$ cat config.mk
export PLATFORM = sky130hd
export DESIGN_NAME = uart_alu_cmd_ctrl
export DESIGN_NICKNAME = d
export VERILOG_FILES = /design/src/rtl/uart_alu_pkg.sv /design/src/rtl/uart_byte_serializer.sv /design/src/rtl/uart_alu_cmd_ctrl.sv
export SDC_FILE = /design/constraint.sdc
export NUM_CORES = 1
export LEC_CHECK = 0
export ABC_AREA = 1
export CAP_MARGIN = 0
export CORE_UTILIZATION = 35
export DETAILED_ROUTE_END_ITERATION = 8
export PLACE_DENSITY = 0.61
export SLEW_MARGIN = 25
export SYNTH_ARGS = -nofsm -noshare
export SYNTH_HDL_FRONTEND = slang
export SYNTH_SLANG_ARGS = --single-unit
$ cat constraint.sdc
create_clock -name clk -period 4.1 [get_ports clk]
set_clock_uncertainty 0.1 [all_clocks]
set_input_delay 0.82 -clock clk [delete_from_list [all_inputs] [get_ports clk]]
set_output_delay 0.82 -clock clk [all_outputs]
set_load 0.05 [all_outputs]
$ cat src/rtl/uart_alu_pkg.sv
// Shared constants for the UART/ALU command controller: frame tags, error codes
// and the one-hot state encodings of the parser and the byte serializer.
package uart_alu_pkg;

  localparam logic [7:0] TAG_A  = 8'h08;
  localparam logic [7:0] TAG_B  = 8'h10;
  localparam logic [7:0] TAG_OP = 8'h20;

  localparam logic [1:0] ERR_NONE    = 2'b00;
  localparam logic [1:0] ERR_TAG     = 2'b01;
  localparam logic [1:0] ERR_TIMEOUT = 2'b10;
  localparam logic [1:0] ERR_OVERRUN = 2'b11;

  typedef enum logic [5:0] {
    ST_IDLE   = 6'b000001,
    ST_PAY_A  = 6'b000010,
    ST_PAY_B  = 6'b000100,
    ST_PAY_OP = 6'b001000,
    ST_EXEC   = 6'b010000,
    ST_TX     = 6'b100000
  } state_e;

  typedef enum logic [2:0] {
    SER_IDLE = 3'b001,
    SER_SEND = 3'b010,
    SER_WAIT = 3'b100
  } ser_state_e;

endpackage

$ cat src/rtl/uart_byte_serializer.sv
// Sends an NB_DATA-bit word to the UART transmitter one byte at a time, MSB byte
// first, pacing each byte on the transmitter's done strobe.
module uart_byte_serializer
  import uart_alu_pkg::*;
#(
  parameter int NB_DATA = 8
) (
  input  logic               clk,
  input  logic               rst,
  input  logic               load,
  input  logic [NB_DATA-1:0] data,
  input  logic               tx_done,
  output logic               tx_start,
  output logic [7:0]         tx_data,
  output logic               done
);

  localparam int NB_BYTES = NB_DATA / 8;
  localparam int CNT_W    = $clog2(NB_BYTES + 1);
  localparam logic [CNT_W-1:0] LAST_IDX = CNT_W'(NB_BYTES - 1);

  ser_state_e         state, state_nxt;
  logic [NB_DATA-1:0] sreg;
  logic [CNT_W-1:0]   idx;

  assign tx_start = (state == SER_SEND);
  assign tx_data  = sreg[NB_DATA-1 -: 8];

  always_ff @(posedge clk or posedge rst) begin
    if (rst) state <= SER_IDLE;
    else     state <= state_nxt;
  end

  always_comb begin
    state_nxt = state;
    done      = 1'b0;
    case (state)
      SER_IDLE: if (load) state_nxt = SER_SEND;
      SER_SEND: state_nxt = SER_WAIT;
      SER_WAIT: begin
        if (tx_done) begin
          if (idx == LAST_IDX) begin
            state_nxt = SER_IDLE;
            done      = 1'b1;
          end else begin
            state_nxt = SER_SEND;
          end
        end
      end
      default: state_nxt = SER_IDLE;
    endcase
  end

  // The last byte is not shifted out so tx_data stays put until the next load.
  always_ff @(posedge clk or posedge rst) begin
    if (rst) begin
      sreg <= '0;
      idx  <= '0;
    end else if (load && state == SER_IDLE) begin
      sreg <= data;
      idx  <= '0;
    end else if (state == SER_WAIT && tx_done && idx != LAST_IDX) begin
      sreg <= NB_DATA'({sreg, 8'h00});
      idx  <= idx + CNT_W'(1);
    end
  end

endmodule

$ cat src/rtl/uart_alu_cmd_ctrl.sv
// Command controller between UART RX/TX and the ALU: parses tagged operand/opcode
// frames, fires one ALU evaluation per opcode frame and streams the result back.
module uart_alu_cmd_ctrl
  import uart_alu_pkg::*;
#(
  parameter int NB_DATA     = 8,
  parameter int NB_OP       = 6,
  parameter int TIMEOUT_CYC = 50000
) (
  input  logic               clk,
  input  logic               i_rst,
  input  logic [7:0]         i_rx,
  input  logic               i_rx_done,
  input  logic               i_tx_done,
  output logic               o_tx_start,
  output logic [7:0]         o_tx_data,
  output logic [NB_DATA-1:0] o_data_a,
  output logic [NB_DATA-1:0] o_data_b,
  output logic [NB_OP-1:0]   o_operation,
  output logic               o_valid,
  input  logic [NB_DATA-1:0] i_result,
  output logic               o_busy,
  output logic               o_err,
  output logic [1:0]         o_err_code
);

  localparam int NB_BYTES = NB_DATA / 8;
  localparam int CNT_W    = $clog2(NB_BYTES + 1);
  localparam int TO_W     = (TIMEOUT_CYC > 0) ? $clog2(TIMEOUT_CYC + 1) : 1;
  localparam logic [CNT_W-1:0] CNT_ONE  = CNT_W'(1);
  localparam logic [CNT_W-1:0] CNT_FULL = CNT_W'(NB_BYTES);
  localparam logic [TO_W-1:0]  TO_LIMIT = TO_W'(TIMEOUT_CYC);

  state_e             state, state_nxt;
  logic [CNT_W-1:0]   left;
  logic [TO_W-1:0]    to_cnt;
  logic [NB_DATA-1:0] shadow, shift_val;
  logic               in_payload, last_byte, expired;
  logic               err_set, ser_done;
  logic [1:0]         err_code_nxt;

  assign in_payload = (state == ST_PAY_A) || (state == ST_PAY_B) || (state == ST_PAY_OP);
  assign last_byte  = (left == CNT_ONE);
  assign expired    = (TIMEOUT_CYC > 0) && in_payload && !i_rx_done && (to_cnt == TO_LIMIT);
  assign shift_val  = NB_DATA'({shadow, i_rx});
  assign o_valid    = (state == ST_EXEC);
  assign o_busy     = (state == ST_EXEC) || (state == ST_TX);

  always_ff @(posedge clk or posedge i_rst) begin
    if (i_rst) state <= ST_IDLE;
    else       state <= state_nxt;
  end

  always_comb begin
    state_nxt    = state;
    err_set      = 1'b0;
    err_code_nxt = ERR_NONE;
    case (state)
      ST_IDLE: begin
        if (i_rx_done) begin
          case (i_rx)
            TAG_A:   state_nxt = ST_PAY_A;
            TAG_B:   state_nxt = ST_PAY_B;
            TAG_OP:  state_nxt = ST_PAY_OP;
            default: begin
              err_set      = 1'b1;
              err_code_nxt = ERR_TAG;
            end
          endcase
        end
      end
      ST_PAY_A, ST_PAY_B, ST_PAY_OP: begin
        if (i_rx_done && last_byte) begin
          state_nxt = (state == ST_PAY_OP) ? ST_EXEC : ST_IDLE;
        end else if (expired) begin
          state_nxt    = ST_IDLE;
          err_set      = 1'b1;
          err_code_nxt = ERR_TIMEOUT;
        end
      end
      ST_EXEC, ST_TX: begin
        if (state == ST_EXEC) state_nxt = ST_TX;
        else if (ser_done)    state_nxt = ST_IDLE;
        // Bytes arriving while busy are dropped; the running sequence is not disturbed.
        if (i_rx_done) begin
          err_set      = 1'b1;
          err_code_nxt = ERR_OVERRUN;
        end
      end
      default: state_nxt = ST_IDLE;
    endcase
  end

  always_ff @(posedge clk or posedge i_rst) begin
    if (i_rst) begin
      left        <= '0;
      to_cnt      <= '0;
      shadow      <= '0;
      o_data_a    <= '0;
      o_data_b    <= '0;
      o_operation <= '0;
      o_err       <= 1'b0;
      o_err_code  <= ERR_NONE;
    end else begin
      o_err <= err_set;
      if (err_set) o_err_code <= err_code_nxt;
      if (state == ST_IDLE && i_rx_done) begin
        left   <= (i_rx == TAG_OP) ? CNT_ONE : CNT_FULL;
        to_cnt <= '0;
      end else if (in_payload) begin
        if (i_rx_done) begin
          shadow <= shift_val;
          left   <= left - CNT_ONE;
          to_cnt <= '0;
          if (last_byte) begin
            if (state == ST_PAY_A)  o_data_a    <= shift_val;
            if (state == ST_PAY_B)  o_data_b    <= shift_val;
            if (state == ST_PAY_OP) o_operation <= i_rx[NB_OP-1:0];
          end
        end else if (TIMEOUT_CYC > 0 && !expired) begin
          to_cnt <= to_cnt + TO_W'(1);
        end
      end
    end
  end

  // Result is captured at the end of the EXEC cycle, while the ALU sees stable operands.
  uart_byte_serializer #(
    .NB_DATA (NB_DATA)
  ) u_ser (
    .clk      (clk),
    .rst      (i_rst),
    .load     (state == ST_EXEC),
    .data     (i_result),
    .tx_done  (i_tx_done),
    .tx_start (o_tx_start),
    .tx_data  (o_tx_data),
    .done     (ser_done)
  );

endmodule

==> metrics.csv, run 1 <==
stage,metric,value,unit
finish,layout.cells.non_filler,567,
critical_path,crit_path_start_kind,register,
power_and_ir_drop,leakage,1.86,nW
cts,clock_sinks,60,
yosys,synth-async-reset-ratio,100,%
routing,routed_wire_length_per_instance,12.3,µm
timing,period_minus_slack,3.16,ns
yosys,synth_top_flop_cell,dfrtp_1,
power_and_ir_drop,irDropWorstVdd,0.195,mV
yosys,seq_area_frac_synth,48.5,%
timing,final_hold_vios,0,
critical_path,critical-path-max-stage-delay,0.82,ns
job,maxCapViolCount,0,
status,run_status,"finished, final reports clean",
power_and_ir_drop,sequentialPowerShare,39.7,%
floorplanning,rows,33,
critical_path,critical_path.startpoint,state[1]$_DFFE_PP0P_,
floorplanning,die-width,96.1,µm
critical_path,crit_path_max_fanout,10,
critical_path,cp-end-kind,output pin,
finish,design_area,3940,µm²
floorplanning,fp.dieH,96.1,µm
timing,report.final.setup_viol,0,
critical_path,worstPathBufferInverterCount,3,
yosys,synth_xor_xnor_area_share,1.41,%
power_and_ir_drop,pwr-share-comb,31.5,%
yosys,adder_cell_fraction_of_synth_area,0.807,%
floorplanning,initial_core_util,37.0,%
cts,cts.path.max_buffers,2,
cts,post_cts_resize_count,0,
timing,maxSlewViolCount,0,
routing,routed_wl,6990,µm
placed_design,numPortBuffers,55,
routing,drcViolationCount,0,
routing,antenna_violating_nets_post_route,0,
finish,syn_to_final_growth,27.2,%
power_and_ir_drop,cellPowerDensity,454,nW/µm²
critical_path,req_time_crit_path,3.18,ns
routing,detailroute.via_count,2691,
finish,final_cell_mix,"nand2_1, dfrtp_1, clkdlybuf4s50_1",
global_route,globalRouteOverflowTotal,0,
finish,utilization,47.1,%
yosys,synth_seq_cells,60,
cts,h-tree-depth,3,
global_route,grt_pass1_wl,11800,µm
power_and_ir_drop,net-switching-power,0.671,mW
critical_path,worst_path_dominant_cell_family,buffers and inverters,
placed_design,sum_of_net_half_perimeters_after_detailed_placement,5260,µm
placed_design,dpl_cell_area,3750,µm²
yosys,largest_family_of_logic_cells_by_synthesized_area,simple AND/OR/NAND/NOR gates,
placed_design,numPlacedInstances,551,
timing,finalWorstSetupSlack,0.938,ns
routing,vias_per_cell,4.75,
critical_path,cp.arrival,2.24,ns
yosys,ys.warnings.count,0,
cts,hold_buffers,0,
yosys,synth_area,3100,µm²
critical_path,critPathSlowestCell,clkdlybuf4s50_1,
worst_hold_path,hold_path_startpoint,state[1]$_DFFE_PP0P_,
cts,clock_tree.root_cell,clkbuf_8,
yosys,edff_count_synth,0,
placed_design,gp_congestion,0.849,
cts,postCtsSetupRepairBufs,0,
cts,later_pin_clock_latency_in_the_skew_report,0.33,ns
timing,worst-slew-pin-transition,0.635,ns
worst_hold_path,hold_path.class,reg2reg,
floorplanning,num_io_pins,56,
placed_design,post-place-ws,1.18,ns
critical_path,crit_type,reg2out,
cts,tritoncts.num_buffers,9,
power_and_ir_drop,clockPowerShare,28.9,%
global_route,grt_pass1_vias,2556,
routing,dr.first_iter.drc_count,84,
power_and_ir_drop,cellInternalPower,1.12,mW
timing,relSlewSlack,57.6,%
global_route,pin_count_of_the_biggest_net_entering_global_routing,32,
global_route,grt_usage,16.7,%
critical_path,rr_startpoint,state[3]$_DFFE_PP0P_,
floorplanning,die_area,9240,µm²
yosys,synth_compound_area_share,10.4,%
finish,commonest_non_fill_non_tap_cell_in_the_layout,nand2_1,
yosys,netlist_instances,396,
yosys,synth_simple_gate_area_share,31.3,%
global_route,grt_antenna_before_repair,0,
floorplanning,coreArea,8380,µm²
finish,finish.net_count,479,
timing,post-route-period-util,77.1,%
cts,tritoncts_clock_tree,built,
timing,totalNegativeSetupSlack,0,ns
finish,n_antenna_cell,0,
cts,clock_pin_slew_of_the_registers_on_the_worst_case_setup_and_hold_paths,0.07,ns
yosys,syn_avg_cell_area,7.83,µm²
timing,fmaxAchievable,0.316,GHz
power_and_ir_drop,p_sw_share,37.5,%
timing,rsz0062_at_grt,false,
routing,detail_route.first_pass.iterations,4,
finish,post_route_cells_drive_above_1_share,9.09,%
yosys,yosys-mux-area-fraction,0,%
yosys,post_synth_num_cell_types,29,
critical_path,crit_chain,inv_1 > nand2_1 > nor2_1 > nand3_1 > inv_2 > clkdlybuf4s50_1,
finish,num-fill-cells,831,
yosys,syn-num-nets,418,
-- tightest hold or removal path, delay by kind of cell, from the launching register on --
kind / cells / cell delay, ns
and+or+nand+nor: 2 / 0.09
DFF: 1 / 0.35
-- sequential cells by signal, indices dropped and copies added, names as in the netlist --
signal         count
last_byte          1
o_data_b           8
state              6
o_err              1
to_cnt            16
u_ser.idx          1
u_ser.state        3
o_operation        6
o_err_code         2
u_ser.tx_data      8
o_data_a           8
-- Yosys cell counts, types with 3 or more instances --
cell type / count / area share [%]
xor2_1: 5 / 1.4
o21bai_1: 4 / 0.97
nor3_1: 8 / 1.3
o21ai_1: 8 / 1.3
nand4_1: 10 / 2.0
nor2_1: 44 / 5.3
dfrtp_1: 58 / 47
buf_6: 3 / 1.1
o21ai_2: 7 / 2.0
nand3_1: 31 / 5.0
clkbuf_1: 5 / 0.61
inv_1: 47 / 5.7
nand2_1: 115 / 14
o21ai_0: 30 / 4.8
-- power by group through the flow --
stage / clock [mW] / combinational (mW) / sequential [mW]
after global routing: 0.564 / 0.613 / 0.717
after global placement: 0 / 0.560 / 0.719
after floorplan: 0 / 0.282 / 0.853
after CTS: 0.542 / 0.569 / 0.709
after detailed placement: 0 / 0.567 / 0.720
final: 0.517 / 0.563 / 0.709
-- cells by family after synthesis --
| logic type | Yosys count |
|---|---|
| AOI/OAI and AO/OA | 53 |
| xor gates and xnor gates | 5 |
| adders and majority gates | 2 |
| buffers and inverters | 57 |
| DFF | 60 |
| and+or+nand+nor | 219 |
-- through the flow --
step           power (mW)  hold slack [ns]
6_report             1.79            0.374
5_1_grt              1.89            0.396
4_1_cts              1.82            0.378
3_5_place_dp         1.29            0.360
3_3_place_gp         1.28            0.360
2_1_floorplan        1.14            0.342
-- metal layers --
layer  vias to the layer above  wire [µm]  track usage [%]
li1                       1385          -                -
met1                      1264       3310             20.6
met2                        38       3390             28.7
met5                         -          0                0
met4                         0         49             5.47
met3                         4        240             3.95
-- final timing paths --
path	slack, ns	end	cells after the start
setup / recovery	0.94	o_valid	6
hold / removal	0.37	state[1]$_DFFE_PP0P_	2
setup reg to reg	2.17	to_cnt[8]$_DFFE_PP0P_	8
hold reg to reg	0.37	state[1]$_DFFE_PP0P_	2
max in group asynchronous	2.36	u_ser.state[0]$_DFFE_PP1P_	3
min in group asynchronous	0.80	o_data_b[1]$_DFFE_PP0P_	2
-- cell type report --
cell class	count	area, µm²	share of cell area (%)
flip-flops and latches	60	1500	38.1
repair buffers	58	573	14.5
clock buffers	9	124	3.14
multi-input cells	279	1360	34.5
clock inverters	7	67.6	1.71
well taps	105	131	3.33
inverters	49	184	4.66
(Power assumes the default switching activity.)
==> run 2: changes to the inputs <==
- clock period: 4.1 -> 3.1 ns (I/O delays scaled with it)
==> run 2 against run 1 <==
  * Cell count is 0.18% lower
  * Via count is 0.52% higher
  * Global-route usage is 0.090 points lower
  * Register-to-register slack worse by 1.0 ns
  * Die area stayed put
  * Hold slack better by 0.011 ns
  * Worst setup slack worse by 0.77 ns
  * Sequential cell count stayed put
  * Count of clock-buffer cells in the layout is 2 higher
  * Non-clock buffer count stayed put
  * Sequential power is 32% higher
==> metrics.csv, run 2 (synthesized netlist as in run 1, its figures left out) <==
stage,metric,value,unit
status,run_status,"finished, final reports clean",
cts,clock_tree.root_cell,clkbuf_8,
cts,hold_buffers,0,
critical_path,timing.critical_path.mode_cell,nand2_1,
timing,fmaxAchievable,0.341,GHz
floorplanning,fp.dieH,96.1,µm
floorplanning,rows,33,
placed_design,gp_congestion,0.867,
floorplanning,die-width,96.1,µm
global_route,pin_count_of_the_biggest_net_entering_global_routing,36,
critical_path,crit_chain,inv_1 > nand2_1 > nor2_1 > nand3_1 > nand2_1 > clkdlybuf4s50_1,
critical_path,critical-path-max-stage-delay,0.82,ns
timing,post-route-period-util,94.5,%
critical_path,req_time_crit_path,2.38,ns
floorplanning,die_area,9240,µm²
finish,finish.net_count,479,
finish,post_route_cells_drive_above_1_share,8.68,%
routing,dr.first_iter.drc_count,105,
critical_path,cp-end-kind,output pin,
routing,detail_route.first_pass.iterations,4,
routing,routed_wl,7070,µm
timing,period_minus_slack,2.93,ns
cts,h-tree-depth,3,
finish,largest-register,to_cnt,
placed_design,sum_of_net_half_perimeters_after_detailed_placement,5240,µm
timing,relSlewSlack,61.8,%
routing,antenna_violating_nets_post_route,0,
placed_design,numPortBuffers,55,
finish,largest_register_ff_count,16,
timing,rsz0062_at_grt,false,
timing,totalNegativeSetupSlack,0,ns
critical_path,cp.arrival,2.21,ns
cts,clock_pin_slew_of_the_registers_on_the_worst_case_setup_and_hold_paths,0.06,ns
cts,tritoncts_clock_tree,built,
floorplanning,initial_core_util,37.0,%
worst_hold_path,hold_path.class,reg2reg,
power_and_ir_drop,clockPowerShare,29.2,%
power_and_ir_drop,cellInternalPower,1.50,mW
global_route,globalRouteOverflowTotal,0,
floorplanning,coreArea,8380,µm²
timing,maxSlewViolCount,0,
cts,tritoncts.num_buffers,9,
finish,syn_to_final_growth,27.3,%
finish,n_antenna_cell,0,
cts,clock_sinks,60,
timing,final_hold_vios,0,
job,maxCapViolCount,0,
global_route,grt_pass1_vias,2551,
cts,cts.path.max_buffers,2,
routing,drcViolationCount,0,
timing,report.final.setup_viol,0,
power_and_ir_drop,sequentialPowerShare,39.4,%
global_route,grt_usage,16.6,%
routing,vias_per_cell,4.78,
power_and_ir_drop,cellPowerDensity,603,nW/µm²
power_and_ir_drop,pwr-share-comb,31.4,%
critical_path,crit_type,reg2out,
floorplanning,num_io_pins,56,
routing,routed_wire_length_per_instance,12.5,µm
finish,commonest_non_fill_non_tap_cell_in_the_layout,nand2_1,
power_and_ir_drop,p_sw_share,37.0,%
routing,detailroute.via_count,2705,
finish,utilization,47.1,%
power_and_ir_drop,net-switching-power,0.880,mW
power_and_ir_drop,irDropWorstVdd,0.280,mV
global_route,grt_pass1_wl,11700,µm
cts,later_pin_clock_latency_in_the_skew_report,0.33,ns
critical_path,critPathSlowestCell,clkdlybuf4s50_1,
critical_path,crit_path_max_fanout,4,
power_and_ir_drop,leakage,1.88,nW
timing,worst-slew-pin-transition,0.572,ns
critical_path,crit_path_start_kind,register,
finish,final_cell_mix,"nand2_1, dfrtp_1, clkdlybuf4s50_1",
global_route,grt_antenna_before_repair,0,
## run 2: cell count changes in the layout (fill, tap and decap cells not counted), sizes merged
| cell | previous run | this run |
|---|---|---|
| clkdlybuf4s50 | 55 | 54 |
| clkbuf | 9 | 11 |
| clkinvlp | 3 | 2 |
| dlymetal6s2s | 0 | 1 |
| clkinv | 3 | 1 |
## run 2: final cells by class
class | count | area (µm²)
clock inverter | 4 | 50.0
tap | 105 | 131
fill | 842 | 4440
sequential | 60 | 1500
inverter | 49 | 184
multi-input combinational | 279 | 1360
clock buffer | 11 | 141
timing repair buffer | 58 | 576
## run 2: power groups by stage
| stage | Combinational, mW | Clock [mW] | Sequential (mW) |
|---|---|---|---|
| final | 0.746 | 0.695 | 0.937 |
| after global routing | 0.818 | 0.752 | 0.948 |
| after CTS | 0.753 | 0.715 | 0.939 |
| after detailed placement | 0.752 | 0 | 0.952 |
| after global placement | 0.739 | 0 | 0.952 |
| after floorplan | 0.373 | 0 | 1.13 |
## run 2: routing by layer
metal	up-vias	part of all wire [%]	global-route usage [%]
met1	1257	47	21.3
li1	1386	-	-
met5	-	0	0
met3	7	4.1	4.03
met4	0	1.3	5.72
met2	55	47	27.4
## run 2: final timing paths
kind                                      start                         end  slack (ns)  cells past startpoint
max                        state[1]$_DFFE_PP0P_                      o_busy        0.17                      6
min                        state[1]$_DFFE_PP0P_        state[1]$_DFFE_PP0P_        0.38                      2
max reg2reg                state[2]$_DFFE_PP0P_      to_cnt[13]$_DFFE_PP0P_        1.14                      8
min reg2reg                state[1]$_DFFE_PP0P_        state[1]$_DFFE_PP0P_        0.38                      2
max in group asynchronous                 i_rst  u_ser.state[0]$_DFFE_PP1P_        1.91                      3
min in group asynchronous                 i_rst  o_operation[3]$_DFFE_PP0P_        0.58                      3
## run 2: critical path: cells and delay by family, from the launching register on
kind / cells / cell delay [ns]
buffers and inverters: 2 / 0.91
AND/OR/NAND/NOR: 4 / 0.59
flip-flops: 1 / 0.38
## run 2: what timing repair did
action,in CTS,in global routing
setup buffers,0,0
gates resized for setup,0,1
setup endpoints to repair,0,1
## run 2: metrics by stage
step                      hold slack, ns  setup WS [ns]  cell area, µm²  cells  power [mW]
final                              0.385          0.170            3950    566        2.38
after global placement             0.359          0.505            3750    551        1.69
after CTS                          0.387          0.106            3940    566        2.41
after detailed placement           0.371          0.376            3750    551        1.70
after global routing               0.399         0.0203            3950    566        2.52
after floorplan                    0.342          0.839            3100    396        1.50
==> run 3: changes to the inputs <==
- CORE_MARGIN: unset -> 1
- CTS_CLUSTER_DIAMETER: unset -> 60
==> results of run 3 <==
Final layout, timing and power as in run 2 (identical DEF).
==> RTL edit 1 (settings of run 2) <==
The parameter `NB_OP` goes from 6 to 3.
--- a/src/rtl/uart_alu_cmd_ctrl.sv
+++ b/src/rtl/uart_alu_cmd_ctrl.sv
@@ -4,7 +4,7 @@
   import uart_alu_pkg::*;
 #(
   parameter int NB_DATA     = 8,
-  parameter int NB_OP       = 6,
+  parameter int NB_OP       = 3,
   parameter int TIMEOUT_CYC = 50000
 ) (
   input  logic               clk,
Ports: changed (resized o_operation); port bits go from 56 to 53. No check against the original RTL was run, so the function may have changed too.
==> RTL edit 1 against run 2 <==
- critical path depth down 2
- non-clock buffer count shrank 1
- first-iteration DRC count is 8.6% lower
- sequential cell count down 3
- routed wire length down 5.9%
- area after synthesis fell by 3.0%
- highest routed layer unchanged
- final area down 3.2%
- worst setup slack improved by 80 ps
Power is not compared: it rests on default switching activity, and its combinational part moved more than twofold at a synthesized area within 25%.
==> RTL edit 1: results (changes against run 2) <==
Iter 0 DRT Violations=96 (-8.6%); Placed Cells=540 (-2.0%); Synth Area in XOR/XNOR=2.622% (+1.2 points); hold_ws=377.2 ps (-7.781 ps); vias per cell=4.664 (-2.4%); syn_nets=409 (-2.2%); vias in the first global route=2477 (-2.9%); register area share after synthesis=47.52% (-0.98 points); Worst path slowest cell=clkdlybuf4s50_1; CTS buffer count=9 (unchanged); I/O Buffers=52 (-5.5%); top cells by area, synth=dfrtp_1, nand2_1, inv_1; Placeable Area=0.008258 mm^2 (-1.5%); Fillers=811 (-3.7%); compound-cell area share of the yosys netlist=9.405% (-0.97 points); Place WS=414.0 ps (+38.13 ps); post-CTS setup buffers=0 (unchanged); Detailed Route WL=6655 um (-5.9%); multiplexer area fraction after synthesis=0% (unchanged); Slew HR=53.91% (-7.9 points); hold_sp=o_err_code[1]; Synth top cells by count=nand2_1, dfrtp_1, inv_1, nor2_1, nand3_1; Pleak=1.750 nW; placed wire-length estimate=5002 um (-4.5%); total track usage=16.50% (-0.15 points); outcome=finished, final reports clean; ys flop type=dfrtp_1; max incr delay on CP=just over 800 ps; FF-to-FF path depth=9 (+1); Crit Path Max Fanout=5 (+1); synth unique cells=29 (unchanged); DP Area=0.003631 mm^2 (-3.2%); end of the worst hold path=o_err_code[1]; Critical R2R Capture=o_data_a[7]; Reg with most FFs=to_cnt; flop-to-flop setup slack=1060 ps (-80 ps); worst reg2reg startpoint=state[0]; share of layout cells above drive strength 1=10.64% (+2.0 points); Async SR Flop Fraction=100.0% (unchanged); # nets final=468 (-2.3%); Antenna diodes=0 (unchanged); GP Congestion=0.8275 (-4.6%); first-pass GRT wire length=11540 um (-1.4%); largest net degree at the start of global routing=36 (unchanged); clk root buf=clkbuf_8; cell count after synthesis=387 (-2.3%); Peak supply drop=approximately 0.23 mV; vias=2593 (-4.1%); area share of fa/ha/maj cells after synthesis=0.8323% (+0.025 points)
[RTL edit 1: cell count changes after synthesis, moves of 4 or more]
cell,change
nand2_1,-11
nand2_2,+5
nor2_2,+4
o21ai_0,-4
xor2_1,+4
[RTL edit 1: worst max path at each step]
stage,to,slack [ps],cells after the start,from
2_1_floorplan,o_tx_start,840,1,u_ser.state[2]
3_3_place_gp,o_data_a[1],520,7,i_rx_done
3_5_place_dp,o_data_a[7],410,7,i_rx_done
4_1_cts,o_valid,220,4,state[2]
5_1_grt,o_valid,100,4,state[2]
6_report,o_valid,250,4,state[2]
[RTL edit 1: logic make-up after synthesis]
kind of cell,Yosys count
adder cells (fa/ha/maj),2
AO/OA/AOI/OAI,47
XOR/XNOR,9
flip-flops,57
buffers and inverters,56
AND/OR/NAND/NOR,216
[RTL edit 1: report_power, final]
group | switching, mW | total [mW] | internal, mW
clock | 0.292 | 0.682 | 0.390
sequential | 0.00616 | 0.756 | 0.749
combinational | 0.0470 | 0.0818 | 0.0348
[RTL edit 1: metal layers]
layer  vias to the layer above  GRT usage, %  routed length (um)
met1                      1210         22.30                3221
met5                         -             0                   0
met4                         0         4.798                  51
met3                         4         4.187                 168
met2                        25         26.02                3213
li1                       1354             -                   -
[RTL edit 1: layout make-up]
type                    instances  share of cell area (%)
well taps                     105                   3.438
flip-flops and latches         57                   37.39
inverters                      47                   4.650
clock inverters                 4                   1.179
repair buffers                 57                   14.87
multi-input cells             274                   34.68
clock buffers                  12                   3.798
[RTL edit 1: critical path, delay by kind of cell, from the launching register on]
family	cells	cell delay, ps
buf+inv	2	940
flops	1	430
simple gates	2	430
==> RTL edit 2 (settings of run 2) <==
Made on the original files. Put one more register stage on the output `o_err_code`, without a reset. The value now appears one clock later. The other outputs are not delayed to match.
--- a/src/rtl/uart_alu_cmd_ctrl.sv
+++ b/src/rtl/uart_alu_cmd_ctrl.sv
@@ -30,6 +30,8 @@
   localparam logic [CNT_W-1:0] CNT_ONE  = CNT_W'(1);
   localparam logic [CNT_W-1:0] CNT_FULL = CNT_W'(NB_BYTES);
   localparam logic [TO_W-1:0]  TO_LIMIT = TO_W'(TIMEOUT_CYC);
+
+  logic [1:0] o_err_code_s0;
 
   state_e             state, state_nxt;
   logic [CNT_W-1:0]   left;
@@ -100,10 +102,10 @@
       o_data_b    <= '0;
       o_operation <= '0;
       o_err       <= 1'b0;
-      o_err_code  <= ERR_NONE;
+      o_err_code_s0 <= ERR_NONE;
     end else begin
       o_err <= err_set;
-      if (err_set) o_err_code <= err_code_nxt;
+      if (err_set) o_err_code_s0 <= err_code_nxt;
       if (state == ST_IDLE && i_rx_done) begin
         left   <= (i_rx == TAG_OP) ? CNT_ONE : CNT_FULL;
         to_cnt <= '0;
@@ -138,5 +140,9 @@
     .done     (ser_done)
   );
 
+  always_ff @(posedge clk) begin
+    o_err_code <= o_err_code_s0;
+  end
+
 endmodule
 
Formal check against the unedited RTL: not equivalent (Yosys sat finds a counterexample within 4 cycles, from zero or initial values and one cycle with i_rst high).
==> RTL edit 2 against run 2 <==
- first-iteration DRC count fell by 1.9%
- die area is 6.1% higher
- worst setup slack gained 94 ps
- largest cell class unchanged
- combinational power rose by 6.3%
- final area grew 4.1%
- routed wire length increased by 2.5%
- critical path type unchanged
- sequential share of layout area fell by 0.53 points
- power up 3.9%
- area after synthesis is 6.3% higher
- register-to-register slack improved by 120 ps
- utilization decreased by 2.4 points
- sequential cell count up 2
==> RTL edit 2: results (changes against run 2) <==
Critical R2R Capture=to_cnt[14]; Synth top cells by count=nand2_1, dfrtp_1, inv_1, nor2_1, nand3_1; flop-to-flop setup slack=1260 ps (+120 ps); placed wire-length estimate=5332 um (+1.8%); Worst-Margin Slew=703.9 ps (+132.2 ps); setup ws final=263.6 ps (+93.80 ps); vias per cell=4.820 (+0.86%); Iter 0 DRT Violations=103 (-1.9%); # nets final=473 (-1.3%); Reg with most FFs=to_cnt; CTS max path bufs=2 (unchanged); Place WS=517.3 ps (+141.4 ps); Worst Setup SP=state[2]; vias in the first global route=2686 (+5.3%); worst-skew pair later-pin latency=340 ps; Fillers=934 (+11%); Pleak=1.854 nW (-1.2%); syn_nets=414 (-0.96%); Critical Path AT=2120 ps (-90 ps); largest net degree at the start of global routing=32 (-11%); Post-synth EDFFs=0 (unchanged); total track usage=16.12% (-0.52 points); GP Congestion=0.8603 (-0.82%); synth unique cells=34 (+17%); Detailed Route WL=7248 um (+2.5%); syn avg cell area=8.404 um^2 (+7.3%); share of layout cells above drive strength 1=17.54% (+8.9 points); Async SR Flop Fraction=96.77% (-3.2 points); Peak supply drop=0.2015 mV (-28%); DP Area=0.003919 mm^2 (+4.4%); Antenna diodes=0 (unchanged); outcome=finished, final reports clean; non-filler instance count after layout=567 (+0.18%); FF-to-FF path depth=9 (+1); crit path capture=o_valid; first-pass GRT wire length=12540 um (+7.1%); top cells by area, synth=dfrtp_1, nand2_1, o21ai_2; register area share after synthesis=46.87% (-1.6 points); TritonRoute pass-1 iters=4 (unchanged); area share of the largest cell type after synthesis=44.06% (-2.8 points); post-CTS setup buffers=0 (unchanged); Synth Warn #=0 (unchanged); worst reg2reg startpoint=to_cnt[0]
## RTL edit 2: worst min path at each step
stage | slack [ps] | endpoint | cells past startpoint | from
global route | 280 | o_err_code[1] | 0 | o_err_code_s0[1]
finish | 270 | o_err_code[1] | 0 | o_err_code_s0[1]
CTS | 270 | o_err_code[0] | 0 | o_err_code_s0[0]
global placement | 260 | o_err_code[0] | 0 | o_err_code_s0[0]
detailed placement | 260 | o_err_code[1] | 0 | o_err_code_s0[1]
floorplan | 250 | o_err_code[0] | 0 | o_err_code_s0[0]
## RTL edit 2: power by group
group          total, mW  internal, mW  switching, mW
sequential         0.975         0.902         0.0726
combinational      0.793         0.254          0.540
clock              0.702         0.370          0.331
## RTL edit 2: kinds of logic after synthesis
group,count (synthesis),synth area share (%)
AO/OA/AOI/OAI,58,12.65
flip-flops,62,46.87
buffers and inverters,61,8.887
AND/OR/NAND/NOR,203,29.24
XOR/XNOR,6,1.595
adder cells (fa/ha/maj),2,0.7595
## RTL edit 2: critical path, cell delays in order, from the launching register on
cell	delay (ps)
dfrtp_1	420
nor2_2	210
nand3_1	210
inv_1	140
clkdlybuf4s50_1	810
## RTL edit 2: layout make-up
| cell class | count | area [um^2] | area share (%) |
|---|---|---|---|
| Tap cell | 111 | 138.9 | 3.380 |
| Timing Repair Buffer | 57 | 575.6 | 14.01 |
| Multi-Input combinational cell | 269 | 1458 | 35.48 |
| Inverter | 52 | 202.7 | 4.933 |
| Sequential cell | 62 | 1544 | 37.58 |
| Clock inverter | 6 | 62.56 | 1.523 |
| Clock buffer | 10 | 127.6 | 3.106 |
## RTL edit 2: routing by layer
layer,up-vias,global-route usage [%],part of all wire (%)
li1,1384,-,-
met1,1307,21.12,48
met2,34,26.14,49
met3,8,2.837,2.0
met4,0,7.118,1.2
met5,-,0,0
